$ cat config.mk
export PLATFORM = sky130hd
export DESIGN_NAME = pio_bus_arbiter
export DESIGN_NICKNAME = d
export VERILOG_FILES = /design/src/rtl/pio_bus_arbiter.sv
export SDC_FILE = /design/constraint.sdc
export NUM_CORES = 1
export LEC_CHECK = 0
export BUFFER_PORTS_ARGS = -buffer_cell sky130_fd_sc_hd__buf_2
export CAP_MARGIN = 20
export CELL_PAD_IN_SITES_DETAIL_PLACEMENT = 0
export CELL_PAD_IN_SITES_GLOBAL_PLACEMENT = 2
export CORE_MARGIN = 5
export CORE_UTILIZATION = 27
export CTS_BUF_LIST = sky130_fd_sc_hd__clkbuf_8 sky130_fd_sc_hd__clkbuf_16
export CTS_CLUSTER_SIZE = 16
export DETAILED_ROUTE_END_ITERATION = 6
export PLACE_DENSITY = 0.88
export SLEW_MARGIN = 20
export SYNTH_ARGS = -nofsm -noshare
export SYNTH_HDL_FRONTEND = slang
export SYNTH_SLANG_ARGS = --single-unit
export TNS_END_PERCENT = 30
$ cat constraint.sdc
create_clock -name clk -period 2.9 [get_ports clk]
set_clock_uncertainty 0.2 [all_clocks]
set_input_delay 0.435 -clock clk [delete_from_list [all_inputs] [get_ports clk]]
set_output_delay 0.435 -clock clk [all_outputs]
set_load 0.005 [all_outputs]
$ cat src/rtl/pio_bus_arbiter.sv
// Round-robin arbiter sharing one zero-wait-state PIO slave between two Avalon-MM requesters.
// Define PIO_ARB_LOCK_EN to add per-master lock inputs for atomic read-modify-write sequences.
module pio_bus_arbiter #(
    parameter int unsigned DATA_W = 32,
    parameter int unsigned ADDR_W = 3
) (
    input  logic              clk,
    input  logic              reset_n,
    input  logic [ADDR_W-1:0] m0_address,
    input  logic              m0_chipselect,
    input  logic              m0_write_n,
    input  logic [DATA_W-1:0] m0_writedata,
    output logic [DATA_W-1:0] m0_readdata,
    output logic              m0_waitrequest,
    input  logic [ADDR_W-1:0] m1_address,
    input  logic              m1_chipselect,
    input  logic              m1_write_n,
    input  logic [DATA_W-1:0] m1_writedata,
    output logic [DATA_W-1:0] m1_readdata,
    output logic              m1_waitrequest,
`ifdef PIO_ARB_LOCK_EN
    input  logic              m0_lock,
    input  logic              m1_lock,
`endif
    output logic [ADDR_W-1:0] s_address,
    output logic              s_chipselect,
    output logic              s_write_n,
    output logic [DATA_W-1:0] s_writedata,
    input  logic [DATA_W-1:0] s_readdata
);

    typedef enum logic [1:0] {StIdle, StIssue, StResp} state_e;

    state_e              state_q, state_d;
    logic                grant_q, grant_d;
    logic                last_grant_q, last_grant_d;
    logic [ADDR_W-1:0]   s_address_q, s_address_d;
    logic                s_chipselect_q, s_chipselect_d;
    logic                s_write_n_q, s_write_n_d;
    logic [DATA_W-1:0]   s_writedata_q, s_writedata_d;
    logic [DATA_W-1:0]   rdata_q, rdata_d;
    logic                req0, req1;

`ifdef PIO_ARB_LOCK_EN
    logic lock_q, lock_d;
    logic owner_valid_q, owner_valid_d;
    logic owner_q, owner_d;

    // While a master owns the bus, the other one's request is masked out.
    assign req0 = m0_chipselect && !(owner_valid_q && owner_q);
    assign req1 = m1_chipselect && !(owner_valid_q && !owner_q);
`else
    assign req0 = m0_chipselect;
    assign req1 = m1_chipselect;
`endif

    always_comb begin
        state_d        = state_q;
        grant_d        = grant_q;
        last_grant_d   = last_grant_q;
        s_address_d    = s_address_q;
        s_chipselect_d = s_chipselect_q;
        s_write_n_d    = s_write_n_q;
        s_writedata_d  = s_writedata_q;
        rdata_d        = rdata_q;
`ifdef PIO_ARB_LOCK_EN
        lock_d         = lock_q;
        owner_valid_d  = owner_valid_q;
        owner_d        = owner_q;
`endif
        unique case (state_q)
            StIdle: begin
                if (req0 || req1) begin
                    grant_d        = (req0 && req1) ? !last_grant_q : req1;
                    s_address_d    = grant_d ? m1_address   : m0_address;
                    s_write_n_d    = grant_d ? m1_write_n   : m0_write_n;
                    s_writedata_d  = grant_d ? m1_writedata : m0_writedata;
                    s_chipselect_d = 1'b1;
`ifdef PIO_ARB_LOCK_EN
                    lock_d         = grant_d ? m1_lock : m0_lock;
`endif
                    state_d        = StIssue;
                end
            end
            StIssue: begin
                rdata_d        = s_readdata;
                s_chipselect_d = 1'b0;
                s_write_n_d    = 1'b1;
                last_grant_d   = grant_q;
`ifdef PIO_ARB_LOCK_EN
                // Only the owner can be granted while owned, so its lock bit decides.
                owner_valid_d  = lock_q;
                owner_d        = grant_q;
`endif
                state_d        = StResp;
            end
            StResp:  state_d = StIdle;
            default: state_d = StIdle;
        endcase
    end

    always_ff @(posedge clk or negedge reset_n) begin
        if (!reset_n) begin
            state_q        <= StIdle;
            grant_q        <= 1'b0;
            last_grant_q   <= 1'b1;
            s_address_q    <= '0;
            s_chipselect_q <= 1'b0;
            s_write_n_q    <= 1'b1;
            s_writedata_q  <= '0;
            rdata_q        <= '0;
`ifdef PIO_ARB_LOCK_EN
            lock_q         <= 1'b0;
            owner_valid_q  <= 1'b0;
            owner_q        <= 1'b0;
`endif
        end else begin
            state_q        <= state_d;
            grant_q        <= grant_d;
            last_grant_q   <= last_grant_d;
            s_address_q    <= s_address_d;
            s_chipselect_q <= s_chipselect_d;
            s_write_n_q    <= s_write_n_d;
            s_writedata_q  <= s_writedata_d;
            rdata_q        <= rdata_d;
`ifdef PIO_ARB_LOCK_EN
            lock_q         <= lock_d;
            owner_valid_q  <= owner_valid_d;
            owner_q        <= owner_d;
`endif
        end
    end

    assign s_address    = s_address_q;
    assign s_chipselect = s_chipselect_q;
    assign s_write_n    = s_write_n_q;
    assign s_writedata  = s_writedata_q;

    assign m0_waitrequest = !((state_q == StResp) && !grant_q);
    assign m1_waitrequest = !((state_q == StResp) && grant_q);
    assign m0_readdata    = ((state_q == StResp) && !grant_q) ? rdata_q : '0;
    assign m1_readdata    = ((state_q == StResp) && grant_q) ? rdata_q : '0;

endmodule

==> qor.yml <==
synth:
  syn_nets: 419
  synth_area_per_cell_um2: 11.4
  syn-cell-area_um2: 3550
  synth_warnings: 0
  syn_inst: 311
  seq_area_frac_synth_pct: 51.5
  yosysUniqueCellTypes: 23
  yosys_register_bits: 73
global_route:
  busiest_layer: "met2"
  met1_usage_pct: 14.0
  grt_use_met2_pct: 19.3
  grt.total_usage_pct: 12.2
  antenna_found_initial: 0
  grt_pass1_wl_um: 15100
  grt_max_degree: 74
  use_met3_pct: 5.87
  gr-total-overflow: 0
  grt_pass1_vias: 3006
cts:
  tritoncts: "yes"
  cts_buffers: 9
  cts_resized: 0
  max-clock-path-buffers: 2
  ctsHoldBuffers: 0
  post_cts_buffers: 0
  clk_pin_slew_ps: 60
  cts_sinks: 73
  clock-root-buffer: "clkbuf_16"
  htree_levels: 3
  clk_latency_ps: 330
drt:
  ant_nets: 0
  drt_wl_total_um: 9390
  initialDrtViolationCount: 75
  first_pass_iters: 4
  drc: 0
  vias: 2901
  post_drt_wl_per_cell_um: 13.4
  routed_via_density: 4.16
sta:
  slew_headroom_pct: 38.2
  slew_violations: 0
  finalSetupViolations: 0
  worst_pin_slew_ps: 927
  finalCriticalPeriod_ps: 2340
  rsz0062_at_grt: "no"
  fin_crit_sh_pct: 80.6
  hold_viol: 0
  max_freq_mhz: 428
  setup_tns_ps: 0
worst_setup_path:
  cp_max_fo: 26
  worstPathArrival_ps: 1700
  slowest_stage: "dfrtp_1"
  cpPeakStageDelay_ps: 430
  crit_required_ps: 2270
  cp-start-kind: "flop"
  crit_buf_inv: 2
  crit_family: "simple AND/OR/NAND/NOR gates"
  path_cells: "and3b_1 -> buf_4 -> and2_1 -> buf_2"
  crit_type: "flop to output pin"
  worst_setup_path_end_kind: "output pin"
placement:
  post-dp-hpwl_um: 7200
  io_buffers: 210
  gp_congestion: 0.722
  dp_cells: 682
power:
  irDropWorstVdd_v: 0.000294
  power.density_nw_per_um2: 948
  power_leakage_nw: 2.67
floorplan:
  die_h_um: 125
  start_util_pct: 27.1
  core_area_um2: 13100
  num_io_pins: 211
  die_x_um: 125
  std_cell_rows: 42
  dieArea_um2: 15600
run_status:
  status: "complete, no violations"
cells_and_area:
  syn_to_final_growth_pct: 40.1
  fin_cells: 698
  final_common_cell: "buf_2"
  layout-drive-gt1-share_pct: 51.5
  final_cell_mix: "209 x buf_2, 71 x dfrtp_1, 64 x and2_1, 38 x nand2_1, 36 x mux2i_1"
  diodes: 0
  final_net_count: 625
run:
  cap_viol_max_count: 0
worst_hold_path:
  hp-class: "input port to async pin"
Yosys cell counts, drive strengths merged:
cell	n	area share, %
buf	11	3.8
mux2i	36	10
nand2b	1	0.25
and2	64	11
mux2	34	11
nor2	1	0.11
a22o	1	0.25
nand2	38	4.0
o21ai	36	5.3
and3b	1	0.25
dfstp	2	1.5
a21boi	1	0.53
dfrtp	71	50
nor3b	1	0.35
clkbuf	9	0.99
inv	4	0.42
worst paths after layout:
kind / startpoint / end / slack (ps) / cells after the start
worst min-delay path: reset_n / rdata_q[17]$_DFFE_PN0P_ / 40 / 1
worst max-delay path: state_q[0]$_DFFE_PN0P_ / m1_readdata[16] / 560 / 4
worst max register to register: state_q[1]$_DFFE_PN0P_ / rdata_q[19]$_DFFE_PN0P_ / 1030 / 3
max in group asynchronous: reset_n / s_writedata[22]$_DFFE_PN0P_ / 1860 / 1
min in group clk: s_readdata[14] / rdata_q[14]$_DFFE_PN0P_ / 140 / 2
worst min register to register: s_writedata[15]$_DFFE_PN0P_ / s_writedata[15]$_DFFE_PN0P_ / 270 / 2
kinds of logic after synthesis:
group,count (synthesis),share of synthesized area (%)
and+or+nand+nor,106,16.2
DFF,73,51.5
buffers and inverters,24,5.18
muxes,70,21.0
AOI/OAI and AO/OA,38,6.06
routing by layer:
layer / vias up / share of wire, %
li1: 1444 / -
met1: 1296 / 41
met2: 145 / 46
met3: 16 / 11
met4: 0 / 2.3
met5: - / 0
worst register-to-register path: stages (launching register included):
cell and delay, ps:
dfrtp_1 400, nand2b_2 220, inv_2 500, mux2_2 430
state kept, by name, indices dropped and copies added, names as in the netlist:
signal and cells:
state_q 2, s_chipselect 1, s_writedata 32, s_write_n 1
s_address 3, last_grant_q 1, grant_q 1, rdata_q 32
report_power, final:
group          switching (W)  leakage [nW]  total [W]  internal, W
clock network       0.000394         0.149   0.000979     0.000585
registers           0.000309         0.872    0.00186      0.00155
logic               0.000895          1.65    0.00188     0.000983
total                0.00160          2.67    0.00472      0.00312
per-stage QoR:
stage / utilization, % / hold WS, ps / power (W) / setup slack [ps] / cell area, um2
finish: 38.0 / 43.7 / 0.00472 / 563 / 4980
global route: 38.0 / 116 / 0.00515 / 402 / 4980
CTS: 38.0 / 83.5 / 0.00485 / 522 / 4980
detailed placement: 36.0 / 268 / 0.00383 / 844 / 4710
global placement: 36.0 / 257 / 0.00376 / 892 / 4710
floorplan: - / -60.6 / 0.00305 / 1220 / 3550
area by class of cell:
class                      instances  area [um2]
clock inverter                     6        23.8
fill                            1315        8110
clock buffer                      10         239
inverter                           4        15.0
sequential                        73        1830
timing repair buffer             215        1100
multi-input combinational        214        1550
tap                              176         220
Note: power is estimated with default switching activity, not from simulation.
